## src/rtl/usb_pkt_pkg.sv

```systemverilog
// Shared definitions for the USB packet framer and the host-side parser.
// The ST_CKSUM state exists only when USB_PKT_CHECKSUM_EN is defined.
package usb_pkt_pkg;

    localparam int unsigned WORD_W = 16;
    localparam int unsigned SEQ_W  = 4;
    localparam int unsigned LEN_W  = 12;

    localparam logic [WORD_W-1:0] SYNC_WORD_DEFAULT = 16'hA5C3;

    typedef enum logic [2:0] {
        ST_IDLE,
        ST_SYNC,
        ST_HDR,
        ST_PAYLOAD,
`ifdef USB_PKT_CHECKSUM_EN
        ST_CKSUM,
`endif
        ST_DONE
    } state_t;

endpackage

```

## src/rtl/axis_out_reg.sv

```systemverilog
// Single-stage valid/ready output register; a new word is captured
// in the same cycle the held word transfers.
module axis_out_reg #(
    parameter int unsigned W = 16
) (
    input  logic         clk,
    input  logic         rst,
    input  logic         load,
    input  logic [W-1:0] load_data,
    output logic         can_load,
    output logic         out_val,
    input  logic         out_rdy,
    output logic [W-1:0] out_data
);

    assign can_load = ~out_val | out_rdy;

    always_ff @(posedge clk) begin
        if (rst) begin
            out_val  <= 1'b0;
            out_data <= '0;
        end else if (can_load) begin
            out_val <= load;
            if (load)
                out_data <= load_data;
        end
    end

endmodule

```

## src/rtl/axis_usb_packetizer.sv

```systemverilog
// Frames a 16-bit sample stream into sync/header/payload packets for the FT245 TX path.
// Define USB_PKT_CHECKSUM_EN to append a two's-complement checksum word.
module axis_usb_packetizer
    import usb_pkt_pkg::*;
#(
    parameter int unsigned       PKT_LEN   = 256,
    parameter logic [WORD_W-1:0] SYNC_WORD = SYNC_WORD_DEFAULT
) (
    input  logic              clk,
    input  logic              rst,
    input  logic              enable,
    input  logic              in_val,
    output logic              in_rdy,
    input  logic [WORD_W-1:0] in_data,
    output logic              out_val,
    input  logic              out_rdy,
    output logic [WORD_W-1:0] out_data,
    output logic              busy,
    output logic [31:0]       pkt_cnt
);

    state_t            state;
    state_t            state_nxt;
    logic [SEQ_W-1:0]  seq;
    logic [LEN_W-1:0]  word_cnt;
    logic              can_load;
    logic              load;
    logic [WORD_W-1:0] load_data;
    logic              accept;
    logic              last_word;
    logic              pkt_end;

    assign accept    = in_val & in_rdy;
    assign last_word = (word_cnt == LEN_W'(PKT_LEN - 1));
    // The last word is still in the output register while in DONE, so
    // the packet is complete exactly when that register can reload.
    assign pkt_end   = (state == ST_DONE) & can_load;
    assign busy      = (state != ST_IDLE);

`ifdef USB_PKT_CHECKSUM_EN
    logic [WORD_W-1:0] checksum;

    always_ff @(posedge clk) begin
        if (rst || pkt_end)
            checksum <= '0;
        else if (accept)
            checksum <= checksum + in_data;
    end
`endif

    always_ff @(posedge clk) begin
        if (rst)
            state <= ST_IDLE;
        else
            state <= state_nxt;
    end

    always_ff @(posedge clk) begin
        if (rst) begin
            seq      <= '0;
            word_cnt <= '0;
            pkt_cnt  <= '0;
        end else begin
            if (state == ST_HDR && can_load) begin
                seq      <= seq + 1'b1;
                word_cnt <= '0;
            end else if (accept) begin
                word_cnt <= word_cnt + 1'b1;
            end
            if (pkt_end)
                pkt_cnt <= pkt_cnt + 32'd1;
        end
    end

    always_comb begin
        state_nxt = state;
        load      = 1'b0;
        load_data = '0;
        in_rdy    = 1'b0;
        case (state)
            ST_IDLE: begin
                if (enable && in_val)
                    state_nxt = ST_SYNC;
            end
            ST_SYNC: begin
                if (can_load) begin
                    load      = 1'b1;
                    load_data = SYNC_WORD;
                    state_nxt = ST_HDR;
                end
            end
            ST_HDR: begin
                if (can_load) begin
                    load      = 1'b1;
                    load_data = {seq, LEN_W'(PKT_LEN)};
                    state_nxt = ST_PAYLOAD;
                end
            end
            ST_PAYLOAD: begin
                in_rdy = can_load;
                if (in_val && can_load) begin
                    load      = 1'b1;
                    load_data = in_data;
                    if (last_word) begin
`ifdef USB_PKT_CHECKSUM_EN
                        state_nxt = ST_CKSUM;
`else
                        state_nxt = ST_DONE;
`endif
                    end
                end
            end
`ifdef USB_PKT_CHECKSUM_EN
            ST_CKSUM: begin
                if (can_load) begin
                    load      = 1'b1;
                    load_data = ~checksum + 16'd1;
                    state_nxt = ST_DONE;
                end
            end
`endif
            ST_DONE: begin
                if (can_load)
                    state_nxt = (enable && in_val) ? ST_SYNC : ST_IDLE;
            end
            default: state_nxt = ST_IDLE;
        endcase
    end

    axis_out_reg #(
        .W(WORD_W)
    ) u_out_reg (
        .clk      (clk),
        .rst      (rst),
        .load     (load),
        .load_data(load_data),
        .can_load (can_load),
        .out_val  (out_val),
        .out_rdy  (out_rdy),
        .out_data (out_data)
    );

endmodule
```

## config.mk

```make
export PLATFORM = sky130hd
export DESIGN_NAME = axis_usb_packetizer
export DESIGN_NICKNAME = d
export VERILOG_FILES = /design/src/rtl/usb_pkt_pkg.sv /design/src/rtl/axis_out_reg.sv /design/src/rtl/axis_usb_packetizer.sv
export SDC_FILE = /design/constraint.sdc
export NUM_CORES = 1
export LEC_CHECK = 0
export ABC_AREA = 1
export BUFFER_PORTS_ARGS = -buffer_cell sky130_fd_sc_hd__buf_2
export CORE_MARGIN = 2
export CORE_UTILIZATION = 55
export DETAILED_ROUTE_END_ITERATION = 16
export PLACE_DENSITY = 0.8
export RECOVER_POWER = 50
export SETUP_SLACK_MARGIN = 0.4
export SKIP_LAST_GASP = 1
export SYNTH_ARGS = -nofsm -noshare
export SYNTH_HDL_FRONTEND = slang
export SYNTH_SLANG_ARGS = --single-unit
```

## constraint.sdc

```tcl
create_clock -name clk -period 1.8 [get_ports clk]
set_input_delay 0.27 -clock clk [delete_from_list [all_inputs] [get_ports clk]]
set_output_delay 0.27 -clock clk [all_outputs]
set_load 0.05 [all_outputs]
```

==> impl_metrics.toml <==
[run_status]
status = "complete, no violations"

[job]
maxCapViolations = 0

[synth]
netlist_top_cells_area = "dfxtp_1 (39%), nand2_1 (14%), nor2_1 (6.9%)"
ys_top_cells_by_count = "nand2_1 (131), dfxtp_1 (68), nor2_1 (65), inv_1 (64), a21oi_1 (47)"
synth_most_common_cell = "nand2_1"
ys_ff_latch = 68
syn_area_mm2 = 0.00353
yosysTopAreaCell = "dfxtp_1"
synth_top_area_share_pct = 38.6
yosys_warnings = 0
synth-simple-area-share_pct = 38.5
synth_top_family_by_area = "simple AND/OR/NAND/NOR gates"
muxShareOfSynthArea_pct = 0
synth_xor_area_share_pct = 0.992
syn_area_per_cell_um2 = 6.87
async_flop_share_pct = 0
synth_fa_ha_area_share_pct = 1.06
synth-main-ff-cell = "dfxtp_1"
postSynthCellCount = 514
synth_edf_count = 0
synthDistinctLibCells = 36
yosysSeqAreaShare_pct = 38.6
synth_compound_area_share_pct = 12.2
syn_nets = 538

[timing]
skew_ns = 0.0119
report.final.setup_viol = 0
hold_viol = 0
setup_tns_ns = 0
hold_ws_ns = 0.173
timing.final.crit_share_pct = 92.4
period_minus_slack_ns = 1.66
worst_slack_ns = 0.136
max_slew_margin_pct = 58.4
finalMaxSlewViolations = 0
grt_setup_unrepaired = "yes"
max_freq_mhz = 601
worst_pin_slew_ns = 0.626

[finish]
drive_gt1_share_pct = 30.7
layout.nets = 650
fin_cells = 708
final_cell_area_mm2 = 0.00488
area_growth_pct = 38.1
diodes = 0
fillCellCount = 448

[drt]
ant_nets = 0
drt-total-wl_mm = 10.7
viasPerCell = 5.59
drc_errors = 0
drt_pass1_iterations = 6
dr.first_iter.drc_count = 355
wl_per_cell_um = 15.1
vias = 3958

[worst_setup_path]
worst_path_max_delay_cell = "dfxtp_1"
cp_data_arrival_time_ns = 1.95
crit_fanout = 5
crit_type = "reg -> reg"
end_kind = "register"
cp_num_buf_inv = 1
cp.required_ns = 2.09
crit_chain = "nor2_4, nand2_4, nor2_8, nand4_4, buf_4, a21oi_1, o21a_1"
cp_top_family = "simple AND/OR/NAND/NOR gates"
start_kind = "register"
critical_path.max_stage_delay_ns = 0.41

[pwr]
p_per_area_mw_per_mm2 = 1010
p_leak_nw = 1.92
peakVddDrop_v = 0.000863

[floorplanning]
rows = 29
io_pins = 72
die_h_um = 84.1
initial_core_util_pct = 56.2
fp.dieW_um = 84.1
dieArea_mm2 = 0.00708
core-area_mm2 = 0.00628

[global_route]
grt_max_degree = 29
grt_pass1_wl_mm = 14.9
grt_usage_pct = 25.3
grt.overflow.total = 0
grt_pass1_vias = 3445
antenna_found_initial = 0

[placement]
port_buffers = 71
place_ws_ns = 0.227
placed_cells = 657
detailed_place_hpwl_mm = 6.37
gp_congestion = 0.877
dpl-instance-area_mm2 = 0.00410

[clocking]
cts_tree = "done"
cts_root_buf = "clkbuf_8"
numCtsBuffers = 9
clkTransAtPathRegs_ns = 0.08
htreeDepth = 3
clk_latency_ns = 0.35
cts.sinks = 68
clockBufferDepth = 2

[hold_path]
hold_path.class = "in -> reg"
[cells by family after synthesis]
logic type	after synthesis
AND/OR/NAND/NOR	282
AO/OA/AOI/OAI	80
adder cells (fa/ha/maj)	3
flip-flops	68
buffers and inverters	77
XOR/XNOR	4
[worst register-to-register path, stage by stage, from the launching register on]
cell and delay (ns):
dfxtp_1 0.41, nor2_4 0.28, nand2_4 0.12, nor2_8 0.17
nand4_4 0.16, buf_4 0.19, a21oi_1 0.15, o21a_1 0.14
[metrics by stage]
step,power [mW],utilization [%]
2_1_floorplan,2.72,-
3_3_place_gp,2.96,65.3
3_5_place_dp,2.99,65.3
4_1_cts,4.29,70.9
5_1_grt,5.09,77.7
6_report,4.93,77.7
[what timing repair did]
item / 4_1_cts / 5_1_grt
cloned: 0 / 3
pin swaps: 11 / 20
buffers inserted: 8 / 24
hold buffers: 0 / 0
endpoints found under the setup margin: 54 / 62
gates resized for setup: 34 / 65
[layout make-up]
| class | count | area (µm²) | share of cell area, % |
|---|---|---|---|
| timing repair inverter | 1 | 5.00 | 0.103 |
| sequential | 68 | 1460 | 29.9 |
| timing repair buffer | 110 | 703 | 14.4 |
| clock buffer | 10 | 149 | 3.05 |
| tap | 77 | 96.3 | 1.98 |
| inverter | 67 | 264 | 5.41 |
| multi-input combinational | 369 | 2170 | 44.4 |
| clock inverter | 6 | 35.0 | 0.719 |
[report_power, final]
part           internal [mW]  total [mW]  switching, mW  leakage [nW]
combinational          0.769        2.02           1.25          1.25
clock                  0.578        1.19          0.608        0.0978
sequential              1.59        1.72          0.130         0.573
[path summary, 6_finish.rpt]
| path | start | to | slack [ns] | cells after the start |
|---|---|---|---|---|
| worst max-delay path | state[1]$_SDFFE_PP0P_ | pkt_cnt[11]$_SDFFE_PP0P_ | 0.14 | 7 |
| worst min-delay path | in_data[2] | u_out_reg.out_data[2]$_SDFFE_PP0P_ | 0.17 | 3 |
| worst max register to register | state[1]$_SDFFE_PP0P_ | pkt_cnt[11]$_SDFFE_PP0P_ | 0.14 | 7 |
| worst min register to register | u_out_reg.out_data[6]$_SDFFE_PP0P_ | u_out_reg.out_data[6]$_SDFFE_PP0P_ | 0.47 | 2 |
[sequential cells by signal, summed over array words and instances, names as in the netlist]
| name | cells |
|---|---|
| word_cnt | 12 |
| seq | 4 |
| pkt_cnt | 32 |
| u_out_reg.out_val | 1 |
| u_out_reg.out_data | 16 |
| state | 3 |
[per-layer routing]
metal  track usage, %  wire length [µm]  up-vias
met5                0                 0        -
met2             42.5              5140      185
li1                 -                 -     1892
met1             33.3              4490     1840
met4             8.65               362        0
met3             3.56               690       41
[cells in the final DEF (no fill, tap or decap), types with 3 or more instances in the layout]
cell type / count
dfxtp_4: 21
o21bai_1: 3
nor2_2: 4
dfxtp_1: 34
clkbuf_8: 9
nand2_1: 114
buf_8: 4
a21oi_1: 38
inv_1: 60
o21ai_0: 17
nor3_1: 10
buf_12: 3
nand2_2: 11
nand3_1: 20
xor2_1: 3
a21oi_2: 9
nor2_4: 15
dfxtp_2: 13
inv_2: 5
nor2_1: 57
nand3_4: 4
buf_4: 27
nand2_4: 9
clkinv_2: 4
nor3_2: 6
o21ai_1: 8
buf_6: 6
nand4_1: 14
nand4_4: 3
buf_2: 23
nand3_2: 3
clkbuf_1: 46
(Power assumes the default switching activity.)
